## config.mk

```make
export PLATFORM = sky130hd
export DESIGN_NAME = fetch_stage
export DESIGN_NICKNAME = d
export VERILOG_FILES = /design/src/rtl/fetch_stage.sv
export SDC_FILE = /design/constraint.sdc
export NUM_CORES = 1
export LEC_CHECK = 0
export ABC_CLOCK_PERIOD_IN_PS = 2600
export CORE_MARGIN = 2
export CORE_UTILIZATION = 42
export CTS_CLUSTER_DIAMETER = 50
export DETAILED_ROUTE_END_ITERATION = 6
export PLACE_DENSITY_LB_ADDON = 0.25
export SLEW_MARGIN = 20
export SYNTH_ARGS = -nofsm -noshare
export SYNTH_HDL_FRONTEND = slang
export SYNTH_SLANG_ARGS = --single-unit
export TNS_END_PERCENT = 5
```

## constraint.sdc

```tcl
create_clock -name clk -period 2.6 [get_ports clk]
set_clock_uncertainty 0.15 [all_clocks]
set_input_delay 0.26 -clock clk [delete_from_list [all_inputs] [get_ports clk]]
set_output_delay 0.26 -clock clk [all_outputs]
set_load 0.05 [all_outputs]
```

## src/rtl/fetch_stage.sv

```systemverilog
// =============================================================================
// fetch_stage
// -----------------------------------------------------------------------------
// Instruction-fetch (IF) stage of the 5-stage WISC pipeline. Holds the program
// counter, drives the instruction-memory address and owns the IF/ID pipeline
// register consumed by the decode stage. Conditional branches (B, opcode 4'hC)
// can be predicted with a table of 2-bit saturating counters.
//
// Optional feature (macro BHT_PREDICT_EN):
//   defined   : a 2^BHT_IDX_BITS-entry counter table, indexed by
//               PC[BHT_IDX_BITS:1], predicts B instructions. When the table
//               predicts taken, the PC jumps to the branch target.
//   undefined : no table. Every B is fetched not-taken and decode corrects it.
//               The Resolve* inputs are ignored.
//
// Ports:
//   clk            clock
//   rst            asynchronous reset, active-high
//   PCF            instruction-memory address (current PC)
//   InstrF         instruction returned for PCF in the same cycle
//   IMemReady      InstrF is valid this cycle (0 = cache miss, wait)
//   Stall          decode stall: hold the PC and IF/ID
//   BranchD        misprediction redirect from decode (overrides Stall)
//   BranchAddr     redirect target
//   ResolveValid   a B/BR was resolved in decode this cycle
//   ResolvePC      PC of the resolved branch
//   ResolveTaken   actual outcome of the resolved branch
//   InstructionD   IF/ID instruction
//   PCPlus2D       IF/ID PC+2
//   PredictedTaken IF/ID prediction bit
//   ValidD         1 = IF/ID holds a real instruction, 0 = bubble
// =============================================================================
module fetch_stage #(
    parameter int          BHT_IDX_BITS = 4,
    parameter logic [15:0] NOP_INSTR    = 16'h0000
) (
    input  logic        clk,
    input  logic        rst,
    output logic [15:0] PCF,
    input  logic [15:0] InstrF,
    input  logic        IMemReady,
    input  logic        Stall,
    input  logic        BranchD,
    input  logic [15:0] BranchAddr,
    input  logic        ResolveValid,
    input  logic [15:0] ResolvePC,
    input  logic        ResolveTaken,
    output logic [15:0] InstructionD,
    output logic [15:0] PCPlus2D,
    output logic        PredictedTaken,
    output logic        ValidD
);

    localparam logic [3:0] OP_B   = 4'hC;
    localparam logic [3:0] OP_HLT = 4'hF;

    // -------------------------------------------------------------------------
    // State registers
    // -------------------------------------------------------------------------
    logic [15:0] pc_reg,    pc_next;
    logic [15:0] instr_reg, instr_next;
    logic [15:0] pc2_reg,   pc2_next;
    logic        pred_reg,  pred_next;
    logic        valid_reg, valid_next;

    // -------------------------------------------------------------------------
    // Fetch datapath
    // -------------------------------------------------------------------------
    logic [15:0] pc_plus2;
    logic [15:0] branch_offset;
    logic [15:0] branch_target;
    logic        is_b;
    logic        is_hlt;
    logic        pred_f;

    // 16-bit adders wrap naturally, giving the mod 2^16 PC arithmetic.
    assign pc_plus2      = pc_reg + 16'd2;
    assign branch_offset = {{6{InstrF[8]}}, InstrF[8:0], 1'b0};
    assign branch_target = pc_plus2 + branch_offset;
    assign is_b          = (InstrF[15:12] == OP_B);
    assign is_hlt        = (InstrF[15:12] == OP_HLT);

`ifdef BHT_PREDICT_EN
    // -------------------------------------------------------------------------
    // Branch history table: 2-bit saturating counters, reset weakly not-taken.
    // A read and an update of the same entry in one cycle return the old
    // value; the new value is seen from the following cycle.
    // -------------------------------------------------------------------------
    localparam int BHT_ENTRIES = 1 << BHT_IDX_BITS;

    logic [1:0]              bht_reg [0:BHT_ENTRIES-1];
    logic [BHT_IDX_BITS-1:0] fetch_idx;
    logic [BHT_IDX_BITS-1:0] resolve_idx;
    logic [1:0]              cnt_cur;
    logic [1:0]              cnt_next;
    logic                    unused_resolve_bits;

    // Bit 0 of a PC is always zero, so it never takes part in the index.
    assign fetch_idx   = pc_reg[BHT_IDX_BITS:1];
    assign resolve_idx = ResolvePC[BHT_IDX_BITS:1];
    assign cnt_cur     = bht_reg[resolve_idx];
    assign unused_resolve_bits = ^{ResolvePC[15:BHT_IDX_BITS+1], ResolvePC[0]};

    always_comb begin
        cnt_next = cnt_cur;
        if (ResolveTaken) begin
            if (cnt_cur != 2'b11) begin
                cnt_next = cnt_cur + 2'b01;
            end
        end else begin
            if (cnt_cur != 2'b00) begin
                cnt_next = cnt_cur - 2'b01;
            end
        end
    end

    // Updates are independent of the fetch pipeline: they proceed through
    // stalls, memory waits and redirects.
    always_ff @(posedge clk or posedge rst) begin
        if (rst) begin
            for (int i = 0; i < BHT_ENTRIES; i++) begin
                bht_reg[i] <= 2'b01;
            end
        end else if (ResolveValid) begin
            bht_reg[resolve_idx] <= cnt_next;
        end
    end

    // Prediction needs a valid B word; the counter's MSB is the direction.
    assign pred_f = is_b & IMemReady & bht_reg[fetch_idx][1];
`else
    // No predictor: B is always fetched not-taken, resolution is ignored.
    logic unused_resolve;
    logic unused_target;

    assign unused_resolve = ^{ResolveValid, ResolvePC, ResolveTaken};
    assign unused_target  = ^{branch_target, is_b};
    assign pred_f         = 1'b0;
`endif

    // -------------------------------------------------------------------------
    // Next-state selection, highest priority first:
    // redirect, stall, memory wait, halt, normal fetch.
    // -------------------------------------------------------------------------
    always_comb begin
        pc_next    = pc_reg;
        instr_next = instr_reg;
        pc2_next   = pc2_reg;
        pred_next  = pred_reg;
        valid_next = valid_reg;

        if (BranchD) begin
            // Redirect wins even over a stall: the stalled instruction in
            // IF/ID is on the wrong path and gets squashed.
            pc_next    = BranchAddr;
            instr_next = NOP_INSTR;
            pc2_next   = 16'h0000;
            pred_next  = 1'b0;
            valid_next = 1'b0;
        end else if (Stall) begin
            // Hold everything (defaults).
        end else if (!IMemReady) begin
            // Cache miss: keep asking for the same PC, push a bubble.
            instr_next = NOP_INSTR;
            pc2_next   = 16'h0000;
            pred_next  = 1'b0;
            valid_next = 1'b0;
        end else if (is_hlt) begin
            // HLT parks the PC so it is re-fetched until decode redirects.
            instr_next = InstrF;
            pc2_next   = pc_plus2;
            pred_next  = 1'b0;
            valid_next = 1'b1;
        end else begin
            instr_next = InstrF;
            pc2_next   = pc_plus2;
            pred_next  = pred_f;
            valid_next = 1'b1;
            pc_next    = pred_f ? branch_target : pc_plus2;
        end
    end

    always_ff @(posedge clk or posedge rst) begin
        if (rst) begin
            pc_reg    <= 16'h0000;
            instr_reg <= NOP_INSTR;
            pc2_reg   <= 16'h0000;
            pred_reg  <= 1'b0;
            valid_reg <= 1'b0;
        end else begin
            pc_reg    <= pc_next;
            instr_reg <= instr_next;
            pc2_reg   <= pc2_next;
            pred_reg  <= pred_next;
            valid_reg <= valid_next;
        end
    end

    assign PCF            = pc_reg;
    assign InstructionD   = instr_reg;
    assign PCPlus2D       = pc2_reg;
    assign PredictedTaken = pred_reg;
    assign ValidD         = valid_reg;

endmodule

```

==> results.toml, run 1 <==
[worst_setup_path]
cp-end-kind = "register"
worstPathArrival_ns = 2.27
reg2reg_from = "PCF[1]$_DFFE_PP0P_"
timing.rr.end = "PCF[13]$_DFFE_PP0P_"
critical_path_buf_inv_count = 0
cp_slowest_cell = "or4_1"
start_kind = "register"
path_class = "register to register"
required_ns = 2.67
crit_chain = "ha_1 -> nand3_2 -> or2_0 -> or4_1 -> a31oi_1"
ff2ff_path_depth = 5
r2r_slack_ns = 0.40
crit_family = "simple AND/OR/NAND/NOR gates"
critPathMaxStageDelay_ns = 0.51
cp_max_fo = 7

[synth]
synth_top_cells_by_count = "dfrtp_1 (49), nand2_1 (30), o21ai_0 (21)"
synth_top_area_share = 0.5280
synth_seq_cells = 49
seq_area_frac_synth = 0.5280
synth_cells = 231
synth_edf_count = 0
yosysTopAreaCell = "dfrtp_1"
yosysMostFrequentCell = "dfrtp_1"
synth_nets = 287
avgSynthCellArea_um2 = 10.05
netlist_area_um2 = 2322
async_flop_share = 1.000
yosysWarningCount = 0
synth_flop_cell = "dfrtp_1"
synthDistinctLibCells = 36
synth.area.top_cells = "dfrtp_1 (53%), a22o_1 (6.8%), xnor2_1 (5.7%)"

[clock_network]
cts_setup_buffers = 0
cts_resized = 0
cts_buffer_depth = 2
numCtsBuffers = 5
cts.sinks = 49
ctsHoldBuffers = 0
htree_levels = 2
clk_latency_ns = 0.29
clkTransAtPathRegs_ns = 0.08
root_buffer = "clkbuf_8"
cts_tree = "built"

[floorplan]
core_area_um2 = 5439
die_h_um = 78.36
initial_core_util = 0.4270
ios = 105
dieArea_um2 = 6140
die_width_um = 78.36
rows = 27

[power_and_ir_drop]
powerDensity_nw_per_um2 = 549.9
switching_power_uw = 594.8
p_clk_frac = 0.262
internal_power_mw = 1.239
swShare = 0.3244
comb_power_share = 0.264
leakagePower_nw = 1.339
seqPwrFrac = 0.474
ir_worst_vdd_uv = 234.7

[timing]
holdWs_ns = 0.1719
period_share = 0.8447
relSlewSlack = 0.6403
setup_slack_ns = 0.4038
worst_slew_pin_slew_ns = 0.5378
setup_viol = 0
layout_min_cycle_time_ns = 2.196
rsz0062_at_grt = "false"
hold_viol = 0
setup_tns_ns = 0
fmax_mhz = 455.3
drv_slew = 0

[placement]
io_buffer_count = 85
gp_congestion = 0.7265
preCtsSetupSlack_ns = 0.3604
hpwlAfterDp_um = 4026

[drt]
met3_length_um = 324
drt_first_pass_iters = 4
routedLengthMet1_um = 2577
via_per_inst = 5.170
drt-initial-drc-count = 101
highest_layer = "met4"
route.met2.wl_um = 2573
route.detailed.drc = 0
vias = 1980
wl_per_cell_um = 14.38
wl_um = 5508
drtAntennaViolNets = 0

[layout]
multi_input_area_um2 = 993.5
nets = 366
drive_gt1_frac = 0.06109
fillCellCount = 475
num_antenna_cells = 0
ff_latch_area_um2 = 1226
synthToLayoutAreaGrowth_pct = 43.59

[grt]
grt_overflow = 0
grt_pass1_wl_um = 8942
grt_max_degree = 27
antenna_found_initial = 0
grt_pass1_vias = 1913
gr-usage-all-layers = 0.1839

[hold_path]
hold_path_class = "input port to async pin"

[run_status]
status = "completed"

[job]
cap_violations = 0
## through the flow
step                area (µm²)  cells  power, mW  utilization
CTS                       3334    383      1.857       0.6131
global placement          3233    375      1.367       0.5944
detailed placement        3233    375      1.371       0.5944
global route              3334    383      1.920       0.6131
finish                    3334    383      1.834       0.6131
floorplan                 2322    231      1.180            -
## registers in the layout (all words and copies together), names as in the netlist
register / flops
PCF: 16
PCPlus2D: 16
ValidD: 1
InstructionD: 16
## logic make-up after synthesis
logic type | count (synthesis) | share of synthesized area
AND/OR/NAND/NOR | 83 | 0.1810
AO/OA/AOI/OAI | 53 | 0.1573
flip-flops | 49 | 0.5280
buffers and inverters | 23 | 0.04525
XOR/XNOR | 18 | 0.06789
multiplexers | 3 | 0.01347
adder cells (fa/ha/maj) | 1 | 0.005387
other | 1 | 0.001615
## power by group through the flow
stage	registers (mW)	logic [mW]	clock network (mW)
CTS	0.870	0.489	0.499
floorplan	1.03	0.150	0
detailed placement	0.884	0.487	0
global placement	0.884	0.483	0
finish	0.869	0.485	0.480
global route	0.878	0.513	0.528
## area by class of cell
| class | count | area share |
|---|---|---|
| Timing Repair Buffer | 91 | 0.2724 |
| Clock inverter | 1 | 0.001501 |
| Sequential cell | 49 | 0.3677 |
| Tap cell | 72 | 0.02702 |
| Clock buffer | 7 | 0.02889 |
| Inverter | 4 | 0.004503 |
| Multi-Input combinational cell | 159 | 0.2979 |
## worst max-delay path by stage
stage	startpoint	end	slack, ns	cells past startpoint
4_1_cts	PCF[1]$_DFFE_PP0P_	PCF[13]$_DFFE_PP0P_	0.41	5
3_5_place_dp	IMemReady	PCF[13]$_DFFE_PP0P_	0.36	5
6_report	PCF[1]$_DFFE_PP0P_	PCF[13]$_DFFE_PP0P_	0.40	5
3_3_place_gp	IMemReady	PCF[12]$_DFFE_PP0P_	0.40	5
2_1_floorplan	PCF[1]$_DFFE_PP0P_	PCF[13]$_DFFE_PP0P_	0.25	6
5_1_grt	PCF[1]$_DFFE_PP0P_	PCF[13]$_DFFE_PP0P_	0.27	5
## placed cells by master, fill, tap and decap left out, drive strengths merged, types with 6 or more instances in the layout
master,n
nor4,6
nor2,13
dfrtp,49
a22o,18
o21ai,21
xnor2,15
nor3,6
clkbuf,7
nand4,8
buf,6
nand2,30
clkdlybuf4s50,85
nand3,6
a31oi,6
## layer usage
layer,track usage,up-vias
met5,0,-
met4,0.05789,0
met3,0.04253,4
met2,0.3086,64
met1,0.2365,922
li1,-,990
(Power assumes the default switching activity.)
==> run 2: changes to the inputs <==
--- a/config.mk
+++ b/config.mk
@@ -5,7 +5,7 @@
 export SDC_FILE = /design/constraint.sdc
 export NUM_CORES = 1
 export LEC_CHECK = 0
-export ABC_CLOCK_PERIOD_IN_PS = 2600
+export ABC_CLOCK_PERIOD_IN_PS = 2300
 export CORE_MARGIN = 2
 export CORE_UTILIZATION = 42
 export CTS_CLUSTER_DIAMETER = 50
==> constraint.sdc (replaced) <==
create_clock -name clk -period 2.3 [get_ports clk]
set_clock_uncertainty 0.15 [all_clocks]
set_input_delay 0.23 -clock clk [delete_from_list [all_inputs] [get_ports clk]]
set_output_delay 0.23 -clock clk [all_outputs]
set_load 0.05 [all_outputs]
==> results.toml, run 2 (synthesized netlist as in run 1, its figures left out) <==
[grt]
antenna_found_initial = 0
grt_max_degree = 27
grt_pass1_wl_um = 8873
grt_pass1_vias = 1827
gr-usage-all-layers = 0.1828
grt_overflow = 0

[timing]
worst_slew_pin_slew_ns = 0.5287
relSlewSlack = 0.6470
setup_tns_ns = 0
fmax_mhz = 479.5
period_share = 0.9068
rsz0062_at_grt = "false"
drv_slew = 0
hold_viol = 0
setup_viol = 0
layout_min_cycle_time_ns = 2.086

[floorplan]
dieArea_um2 = 6140
rows = 27
die_h_um = 78.36
ios = 105
initial_core_util = 0.4270
die_width_um = 78.36
core_area_um2 = 5439

[worst_setup_path]
critPathMaxStageDelay_ns = 0.87
critical_path_buf_inv_count = 1
start_kind = "register"
cp_max_fo = 8
required_ns = 1.92
cp_slowest_cell = "clkdlybuf4s50_1"
path_class = "register to output pin"
worstPathArrival_ns = 1.71
crit_chain = "clkdlybuf4s50_1"
cp-end-kind = "output pin"
crit_family = "buffers and inverters"

[drt]
drtAntennaViolNets = 0
drt_first_pass_iters = 4
vias = 2052
via_per_inst = 5.330
route.detailed.drc = 0
drt-initial-drc-count = 118
wl_um = 5644
wl_per_cell_um = 14.66

[clock_network]
cts_setup_buffers = 0
root_buffer = "clkbuf_8"
htree_levels = 2
clk_latency_ns = 0.30
numCtsBuffers = 5
cts_tree = "built"
cts_resized = 0
clkTransAtPathRegs_ns = 0.08
cts.sinks = 49
cts_buffer_depth = 2
ctsHoldBuffers = 0

[power_and_ir_drop]
finalPower_mw = 2.015
ir_worst_vdd_uv = 295.7
powerDensity_nw_per_um2 = 605.0
leakagePower_nw = 1.331

[placement]
hpwlAfterDp_um = 4143
gp_congestion = 0.7783
io_buffer_count = 85

[layout]
synthToLayoutAreaGrowth_pct = 43.43
nets = 368
mostFrequentLayoutCells = "clkdlybuf4s50_1 (85), dfrtp_1 (47), nand2_1 (30), o21ai_0 (21), a22o_1 (18)"
drive_gt1_frac = 0.06390
num_antenna_cells = 0
layout_commonest_cell = "clkdlybuf4s50_1"

[hold_path]
hold_path_class = "input port to async pin"

[run_status]
status = "completed"

[job]
cap_violations = 0
run 2: cell types whose count changed in the layout (fill, tap and decap cells not counted):
cell	previous run	this run
dfrtp_2	0	2
clkbuf_8	7	5
dfrtp_1	49	47
clkbuf_1	0	3
clkinv_2	1	0
buf_4	5	7
run 2: final timing paths:
check                                        startpoint  slack, ns                           to  cells after the start
worst max register to register       PCF[1]$_DFFE_PP0P_       0.22          PCF[13]$_DFFE_PP0P_                      5
min in group clk                          BranchAddr[8]       0.33           PCF[8]$_DFFE_PP0P_                      3
worst max-delay path                 PCF[6]$_DFFE_PP0P_       0.21                       PCF[6]                      1
worst min register to register  PCPlus2D[7]$_DFFE_PP0P_       0.34      PCPlus2D[7]$_DFFE_PP0P_                      2
max in group asynchronous                           rst       1.34  InstructionD[3]$_DFFE_PP0P_                      3
worst min-delay path                                rst       0.14  InstructionD[7]$_DFFE_PP0P_                      2
run 2: power by group:
part	switching, mW	total, mW	internal (mW)
logic	0.334	0.551	0.217
clock network	0.262	0.478	0.216
registers	0.0713	0.986	0.915
run 2: layout make-up:
| type | count | area, µm² |
|---|---|---|
| Sequential cell | 49 | 1229 |
| Clock buffer | 8 | 80.08 |
| Tap cell | 72 | 90.09 |
| Multi-Input combinational cell | 159 | 993.5 |
| Fill cell | 471 | 2108 |
| Inverter | 4 | 15.01 |
| Timing Repair Buffer | 93 | 923.4 |
run 2: routing by layer:
layer	vias to the layer above	share of wire	track usage
li1	981	-	-
met3	8	0.057	0.03563
met1	987	0.46	0.2596
met2	76	0.47	0.2828
met4	0	0.013	0.05965
met5	-	0	0
run 2: metrics by stage:
stage	std cells	utilization	instance area, µm²	hold WS [ns]	setup WS [ns]
after CTS	385	0.6124	3331	0.1508	0.2216
after floorplan	231	-	2325	0.2008	0.09939
final	385	0.6124	3331	0.1398	0.2145
after detailed placement	377	0.5977	3251	0.3225	0.08474
after global placement	377	0.5977	3251	0.3087	0.1391
after global routing	385	0.6124	3331	0.1887	0.1144
